--- src/rtl/keypad_scanner.sv ---
// keypad_scanner: 4x4 matrix keypad scanner with debounce, one-shot key trigger and held flag.
// Latency: 2-cycle row synchronizer; a press is accepted within 2 + 4*SCAN_DIV + DEBOUNCE_CNT cycles.
// Backpressure: none; trig is a single-cycle pulse and value holds the last accepted code.
// Ports:
//   clk      - system clock, rising edge
//   reset_n  - asynchronous active-low reset
//   row      - row sense lines, active-low, pulled high externally
//   col      - column drive, one-cold, active-low
//   value    - last accepted key code (row_idx*4 + col_idx)
//   trig     - one-cycle pulse when a new key is accepted
//   key_held - high from acceptance until the release is accepted
module keypad_scanner #(
   parameter int SCAN_DIV     = 16,
   parameter int DEBOUNCE_CNT = 64
) (
   input  logic       clk,
   input  logic       reset_n,
   input  logic [3:0] row,
   output logic [3:0] col,
   output logic [3:0] value,
   output logic       trig,
   output logic       key_held
);

   localparam int DW = $clog2(SCAN_DIV);
   localparam int CW = $clog2(DEBOUNCE_CNT);
   localparam logic [DW-1:0] DWELL_LAST = DW'(SCAN_DIV - 1);
   localparam logic [CW-1:0] CNT_LAST   = CW'(DEBOUNCE_CNT - 1);

   localparam logic [1:0] ST_SCAN     = 2'd0;
   localparam logic [1:0] ST_DEBOUNCE = 2'd1;
   localparam logic [1:0] ST_HELD     = 2'd2;
   localparam logic [1:0] ST_RELEASE  = 2'd3;

   logic [3:0]    sync1;
   logic [3:0]    rsync;
   logic [1:0]    state;
   logic [1:0]    col_idx;
   logic [1:0]    row_idx;
   logic [DW-1:0] dwell;
   logic [CW-1:0] cnt;
   logic [3:0]    row_pat;

   function automatic logic is_one_cold(input logic [3:0] v);
      return (v == 4'b1110) || (v == 4'b1101) || (v == 4'b1011) || (v == 4'b0111);
   endfunction

   function automatic logic [1:0] low_index(input logic [3:0] v);
      logic [1:0] idx;
      idx = 2'd0;
      case (v)
         4'b1101: idx = 2'd1;
         4'b1011: idx = 2'd2;
         4'b0111: idx = 2'd3;
         default: idx = 2'd0;
      endcase
      return idx;
   endfunction

   // Column drive and the expected row pattern are both derived from the latched indices.
   assign col     = ~(4'b0001 << col_idx);
   assign row_pat = ~(4'b0001 << row_idx);

   always_ff @(posedge clk or negedge reset_n) begin
      if (!reset_n) begin
         sync1    <= 4'hF;
         rsync    <= 4'hF;
         state    <= ST_SCAN;
         col_idx  <= 2'd0;
         row_idx  <= 2'd0;
         dwell    <= '0;
         cnt      <= '0;
         value    <= 4'h0;
         trig     <= 1'b0;
         key_held <= 1'b0;
      end else begin
         sync1 <= row;
         rsync <= sync1;
         trig  <= 1'b0;
         case (state)
            ST_SCAN: begin
               if (dwell == DWELL_LAST) begin
                  dwell <= '0;
                  // Only a single pressed row in this column is a candidate; anything else keeps scanning.
                  if (is_one_cold(rsync)) begin
                     row_idx <= low_index(rsync);
                     cnt     <= '0;
                     state   <= ST_DEBOUNCE;
                  end else begin
                     col_idx <= col_idx + 2'd1;
                  end
               end else begin
                  dwell <= dwell + 1'b1;
               end
            end
            ST_DEBOUNCE: begin
               if (rsync == row_pat) begin
                  if (cnt == CNT_LAST) begin
                     value    <= {row_idx, col_idx};
                     trig     <= 1'b1;
                     key_held <= 1'b1;
                     state    <= ST_HELD;
                  end else begin
                     cnt <= cnt + 1'b1;
                  end
               end else begin
                  // Bounce or glitch: drop the candidate and move on to the next column.
                  state   <= ST_SCAN;
                  col_idx <= col_idx + 2'd1;
                  dwell   <= '0;
               end
            end
            ST_HELD: begin
               if (rsync == 4'hF) begin
                  cnt   <= '0;
                  state <= ST_RELEASE;
               end
            end
            ST_RELEASE: begin
               if (rsync == 4'hF) begin
                  if (cnt == CNT_LAST) begin
                     key_held <= 1'b0;
                     state    <= ST_SCAN;
                     col_idx  <= col_idx + 2'd1;
                     dwell    <= '0;
                  end else begin
                     cnt <= cnt + 1'b1;
                  end
               end else begin
                  cnt   <= '0;
                  state <= ST_HELD;
               end
            end
            default: state <= ST_SCAN;
         endcase
      end
   end

endmodule

--- config.mk ---
export PLATFORM = sky130hd
export DESIGN_NAME = keypad_scanner
export DESIGN_NICKNAME = d
export VERILOG_FILES = /design/src/rtl/keypad_scanner.sv
export SDC_FILE = /design/constraint.sdc
export NUM_CORES = 1
export LEC_CHECK = 0
export BUFFER_PORTS_ARGS = -buffer_cell sky130_fd_sc_hd__buf_2
export CAP_MARGIN = 20
export CORE_MARGIN = 5
export CORE_UTILIZATION = 40
export CTS_CLUSTER_DIAMETER = 40
export DETAILED_ROUTE_END_ITERATION = 7
export PLACE_DENSITY = 0.7
export SLEW_MARGIN = 20
export SYNTH_ARGS = -nofsm -noshare
export SYNTH_HDL_FRONTEND = slang
export SYNTH_SLANG_ARGS = --single-unit
--- constraint.sdc ---
create_clock -name clk -period 2.85 [get_ports clk]
set_input_delay 0.57 -clock clk [delete_from_list [all_inputs] [get_ports clk]]
set_output_delay 0.57 -clock clk [all_outputs]
set_load 0.02 [all_outputs]
==> results.sh, run 1 <==
export IMPL_antenna_viol_nets_final=0
export IMPL_critical_path_max_fanout=8
export IMPL_netlist_top_cell_by_area="dfrtp_1"
export IMPL_vias_per_cell=5.234
export IMPL_busiest_layer="met2"
export IMPL_post_route_drc_count=0
export IMPL_routed_via_count=1073
export IMPL_synth_cells_most_frequent="dfrtp_1, nand2_1, a21oi_1, dfstp_2, inv_1"
export IMPL_antenna_cells_inserted=0
export IMPL_io_pins=16
export IMPL_run_status="complete, no violations"
export IMPL_met3_usage_pct=3.835
export IMPL_static_leakage_power_nw=0.7717
export IMPL_die_width_um=71.09
export IMPL_synth_async_sr_flop_share_pct=100.0
export IMPL_tritoncts_num_sinks=30
export IMPL_initialDrtViolationCount=80
export IMPL_overall_overflow_remaining_after_global_route=0
export IMPL_finish_utilization_pct=46.63
export IMPL_synth_seq_area_share_pct=50.96
export IMPL_num_nets_final=168
export IMPL_mean_instance_size_in_the_synthesized_netlist_um2=10.66
export IMPL_gp_congestion=0.7473
export IMPL_postCtsSetupBuffers=0
export IMPL_layout_drive_gt1_share_pct=22.93
export IMPL_critPathKind="flip-flop to flip-flop"
export IMPL_hpwl_um=1913
export IMPL_post_synth_inst_count=140
export IMPL_syn2layout_area_growth_pct=13.50
export IMPL_finalClockSkew_ps=4.187
export IMPL_synth_seq_cells=30
export IMPL_start_util_pct=41.08
export IMPL_synth_largest_type_area_fraction_pct=36.88
export IMPL_largest_vdd_supply_drop_mv=0.3022
export IMPL_cts_buffers_inserted=5
export IMPL_mappedNetlistNets=152
export IMPL_placeableCoreArea_um2=3633
export IMPL_detailedRoute_firstPassIterationCount=4
export IMPL_cts_root_buffer="clkbuf_8"
export IMPL_syn_cell_area_um2=1493
export IMPL_via_count_of_the_first_global_routing_pass=1068
export IMPL_p_per_area_nw_per_um2=735.8
export IMPL_wire_length_of_the_first_global_routing_pass_um=4629
export IMPL_global_route_usage_total_pct=11.50
export IMPL_maximum_clock_path_buffer_count=2
export IMPL_yosysMostFrequentCell="dfrtp_1"
export IMPL_finalWirelength_um=2586
export IMPL_groute_layer_met1_usage_pct=13.46
export IMPL_finalSetupTns_ps=0
export IMPL_hold_viol_final=0
export IMPL_post_cts_repair_resize_count=0
export IMPL_timing_slew_headroom_pct=57.03
export IMPL_ctsHoldBuffers=0
export IMPL_clock_fmax_ghz=0.4786
export IMPL_htree_levels=2
export IMPL_worstMarginPinSlew_ps=644.5
export IMPL_start_kind="flip-flop"
export IMPL_timing_final_setup_violations=0
export IMPL_worst_skew_pair_late_latency_ps=280
export IMPL_placementRows=22
export IMPL_synth_enable_flop_cells=0
export IMPL_yosys_warnings=0
export IMPL_io_buffer_count=15
export IMPL_cp_arrival_ps=2250
export IMPL_clk_pin_slew_worst_paths_ps=60
export IMPL_worst_endpoint_required_ps=3010
export IMPL_die_area_um2=5053
export IMPL_min_delay_path_class="input pin to async pin"
export IMPL_period_needed_ps=2089
export IMPL_synth_lib_cells_used_distinct=43
export IMPL_floorplan_die_height_um=71.09
export IMPL_netlist_top_cells_area="dfrtp_1, dfstp_2, ha_1"
export IMPL_detail_route_wl_per_cell_um=12.61
export IMPL_synth_flop_cell="dfrtp_1"
export IMPL_cp_end_kind="flip-flop"
export IMPL_antenna_found_initial=0
export IMPL_timing_max_cap_violations=0
export IMPL_largest_net_degree_at_the_start_of_global_routing=31
export IMPL_m2_gr_usage_pct=19.16
export IMPL_slew_viol_final=0
export IMPL_grt_setup_unrepaired="no"
export IMPL_tritoncts_clock_tree="built"
export IMPL_fin_crit_sh_pct=73.31
==> layer usage <==
layer	up-vias	routed length [um]
met1	511	1143
met2	25	1290
li1	533	-
met5	-	0
met4	0	28
met3	4	123
==> sequential cells by signal, summed over array words and instances (netlist names) <==
| signal | flops |
|---|---|
| col_idx | 2 |
| dwell | 4 |
| value | 4 |
| rsync | 4 |
| sync1 | 4 |
| key_held | 1 |
| trig | 1 |
| cnt | 6 |
| state | 2 |
| row_idx | 2 |
==> critical path, stage by stage (launching register included) <==
cell and delay (ps):
dfstp_2 610, or3b_1 360, a21oi_1 210, nor2_1 140, nor3_4 300, mux2_1 350
==> cell families after synthesis <==
| group | after synthesis | synth area share [%] |
|---|---|---|
| simple gates | 45 | 18.02 |
| compound gates | 33 | 14.67 |
| buf+inv | 15 | 3.939 |
| flops | 30 | 50.96 |
| mux | 6 | 4.442 |
| fa+ha+maj | 6 | 5.029 |
| xor+xnor | 5 | 2.934 |
==> cells in the final DEF (no fill, tap or decap), types with 2 or more instances in the layout <==
cell type,n
nand4_1,2
nand3b_1,2
nand2_1,9
clkbuf_8,6
o21ai_1,7
ha_1,6
dfrtp_1,22
nor4_1,2
nor3_1,3
a21o_1,2
xnor2_1,4
mux2_1,5
nor3b_1,2
and3_1,3
a21oi_1,8
nand4b_1,2
o211ai_1,3
nand3_2,2
dfstp_2,8
nor2_1,6
inv_1,8
nand3_1,5
a31oi_1,3
o21ai_0,2
buf_2,15
==> metrics by stage <==
step | hold slack [ps] | cell area [um^2] | std cells | power, W | worst slack [ps]
after global routing | 360.7 | 1694 | 205 | 0.001340 | 610.9
after CTS | 328.5 | 1694 | 205 | 0.001269 | 757.2
after floorplan | 274.4 | 1493 | 140 | 0.0008133 | 870.5
after detailed placement | 347.0 | 1603 | 197 | 0.0009200 | 769.8
final | 315.4 | 1694 | 205 | 0.001247 | 760.6
after global placement | 345.3 | 1603 | 197 | 0.0008795 | 830.1
==> final timing paths <==
path | to | cells after the start | slack [ps] | start
min in group clk | rsync[2] | 0 | 350 | sync1[2]
min | value[2] | 1 | 320 | reset_n
max in group asynchronous | dwell[3] | 1 | 2110 | reset_n
max | value[0] | 5 | 760 | rsync[3]
min reg2reg | rsync[2] | 0 | 350 | sync1[2]
max reg2reg | value[0] | 5 | 760 | rsync[3]
==> layout make-up <==
class                   count  area (um^2)
clock buffers               7        86.33
clock inverters             1        5.005
fillers                   355         1939
inverters                   9        33.78
multi-input cells          95        673.1
flip-flops and latches     30        760.7
well taps                  48        60.06
repair buffers             15        75.07
==> report_power, final <==
part	switching (W)	total [W]	leakage (nW)	internal, W
Clock	0.000146	0.000340	0.0482	0.000194
Sequential	0.0000868	0.000589	0.378	0.000502
Combinational	0.000174	0.000318	0.346	0.000144
Total	0.000406	0.00125	0.772	0.000840
No activity file was read; power rests on OpenSTA's default activity.
==> run 2, diff against run 1 <==
==> constraint.sdc (replaced) <==
create_clock -name clk -period 2.2 [get_ports clk]
set_input_delay 0.44 -clock clk [delete_from_list [all_inputs] [get_ports clk]]
set_output_delay 0.44 -clock clk [all_outputs]
set_load 0.02 [all_outputs]
==> results.sh, run 2 (synthesis results as in run 1) <==
export IMPL_finalHoldWorstSlack_ps=184.6
export IMPL_dpl_instance_area_um2=1618
export IMPL_max_flop_register="cnt"
export IMPL_internal_power_w=0.001053
export IMPL_critPathKind="flip-flop to flip-flop"
export IMPL_antenna_found_initial=0
export IMPL_via_count_of_the_first_global_routing_pass=1112
export IMPL_cp_end_kind="flip-flop"
export IMPL_layout_commonest_cell="dfrtp_1"
export IMPL_die_area_um2=5053
export IMPL_sw_frac_of_total_pct=33.17
export IMPL_run_status="complete, no violations"
export IMPL_r2r_worst_path_cells=7
export IMPL_gp_congestion=0.7671
export IMPL_cts_buffers_inserted=5
export IMPL_worstMarginPinSlew_ps=653.3
export IMPL_finalClockSkew_ps=8.601
export IMPL_start_kind="flip-flop"
export IMPL_syn2layout_area_growth_pct=13.91
export IMPL_floorplan_die_height_um=71.09
export IMPL_critical_path_max_fanout=5
export IMPL_clockPowerShare_pct=25.9
export IMPL_io_pins=16
export IMPL_worst_skew_pair_late_latency_ps=280
export IMPL_worst_endpoint_required_ps=2360
export IMPL_timing_critical_path_slowest_cell_delay_ps=390
export IMPL_netSwitchingPower_w=0.0005225
export IMPL_overall_overflow_remaining_after_global_route=0
export IMPL_cp_arrival_ps=2190
export IMPL_post_cts_repair_resize_count=0
export IMPL_routed_via_count=1089
export IMPL_largest_vdd_supply_drop_mv=0.3944
export IMPL_hold_viol_final=0
export IMPL_max_ffs_per_register=6
export IMPL_antenna_viol_nets_final=0
export IMPL_post_route_drc_count=0
export IMPL_worstSetupEndpoint="value[1]"
export IMPL_hpwl_um=2057
export IMPL_finalWirelength_um=2726
export IMPL_placementRows=22
export IMPL_period_needed_ps=2032
export IMPL_grt_setup_unrepaired="yes"
export IMPL_timing_max_cap_violations=0
export IMPL_worst_reg2reg_endpoint="value[1]"
export IMPL_largest_net_degree_at_the_start_of_global_routing=31
export IMPL_antenna_cells_inserted=0
export IMPL_regToRegStartpoint="cnt[0]"
export IMPL_share_of_total_power_in_combinational_logic_pct=25.8
export IMPL_detail_route_wl_per_cell_um=13.17
export IMPL_fin_crit_sh_pct=92.35
export IMPL_initialDrtViolationCount=74
export IMPL_tritoncts_clock_tree="built"
export IMPL_final_cell_area_um2=1700
export IMPL_detailedRoute_firstPassIterationCount=4
export IMPL_io_buffer_count=15
export IMPL_static_leakage_power_nw=0.7780
export IMPL_worstSetupStartpoint="cnt[0]"
export IMPL_share_seq_of_total_power_pct=48.3
export IMPL_start_util_pct=41.08
export IMPL_critical_path_n_buffers_inverters=1
export IMPL_clock_fmax_ghz=0.4922
export IMPL_worst_path_max_delay_cell="dfrtp_1"
export IMPL_maximum_clock_path_buffer_count=2
export IMPL_min_delay_path_class="input pin to async pin"
export IMPL_tritoncts_num_sinks=30
export IMPL_clk_pin_slew_worst_paths_ps=70
export IMPL_ctsHoldBuffers=0
export IMPL_num_nets_final=170
export IMPL_global_route_usage_total_pct=12.03
export IMPL_die_width_um=71.09
export IMPL_cts_root_buffer="clkbuf_8"
export IMPL_setup_reg_to_reg_worst_slack_ps=170
export IMPL_finalPower_w=0.001575
export IMPL_worst_path_top_cell_family_by_delay="simple AND/OR/NAND/NOR gates"
export IMPL_timing_slew_headroom_pct=56.45
export IMPL_cp_num_cells=7
export IMPL_p_per_area_nw_per_um2=926.6
export IMPL_timing_final_setup_violations=0
export IMPL_slew_viol_final=0
export IMPL_htree_levels=2
export IMPL_layout_drive_gt1_share_pct=23.90
export IMPL_placeableCoreArea_um2=3633
export IMPL_wire_length_of_the_first_global_routing_pass_um=4795
export IMPL_cp_cell_sequence="ha_1 > nand4_1 > nor2_1 > nand2_1 > buf_4 > nor3_4 > mux2_1"
export IMPL_layout_common_cells="dfrtp_1, buf_2, nand2_1"
export IMPL_vias_per_cell=5.261
-- run 2: how the worst min path moves through the flow --
stage | start | end | slack [ps] | depth (start not counted)
global placement | sync1[1] | rsync[1] | 350 | 0
CTS | reset_n | value[2] | 200 | 1
finish | reset_n | value[2] | 180 | 1
global route | reset_n | value[2] | 240 | 1
floorplan | reset_n | cnt[0] | 140 | 0
detailed placement | sync1[0] | rsync[0] | 350 | 0
-- run 2: worst reg2reg max path: cells and delay by family (launching register included) --
| family | cells | cell delay [ps] |
|---|---|---|
| buffers and inverters | 1 | 190 |
| flip-flops | 1 | 390 |
| AND/OR/NAND/NOR | 4 | 790 |
| adder cells (fa/ha/maj) | 1 | 210 |
| multiplexers | 1 | 350 |
-- run 2: per-stage QoR --
stage	utilization, %	setup TNS [ps]	cells	setup slack, ps
detailed placement	44.52	0	199	169.5
floorplan	-	0	140	220.5
global route	46.80	-12.16	207	-9.716
CTS	46.80	0	207	156.6
finish	46.80	0	207	168.3
global placement	44.52	0	199	241.9
-- run 2: cell type report --
type | count | area, um^2
fillers | 358 | 1933
flip-flops and latches | 30 | 760.7
multi-input cells | 95 | 673.1
repair buffers | 17 | 90.09
clock buffers | 6 | 72.57
well taps | 48 | 60.06
inverters | 9 | 33.78
clock inverters | 2 | 10.01
-- run 2: layer usage --
layer	part of all wire (%)	GRT usage, %	up-vias
li1	-	-	534
met1	42	13.09	529
met2	51	20.91	21
met3	5.0	3.977	5
met4	1.9	5.846	0
met5	0	0	-
-- run 2: timing repair --
action	in CTS	in global routing
buffers inserted	0	0
setup endpoints to repair	0	2
hold endpoints to repair	0	0
-- run 2: power by group through the flow --
stage	clock [W]	sequential [W]	combinational, W
2_1_floorplan	0	0.000722	0.000332
3_3_place_gp	0	0.000757	0.000379
3_5_place_dp	0	0.000770	0.000418
4_1_cts	0.000426	0.000760	0.000419
5_1_grt	0.000445	0.000778	0.000475
6_report	0.000409	0.000761	0.000406
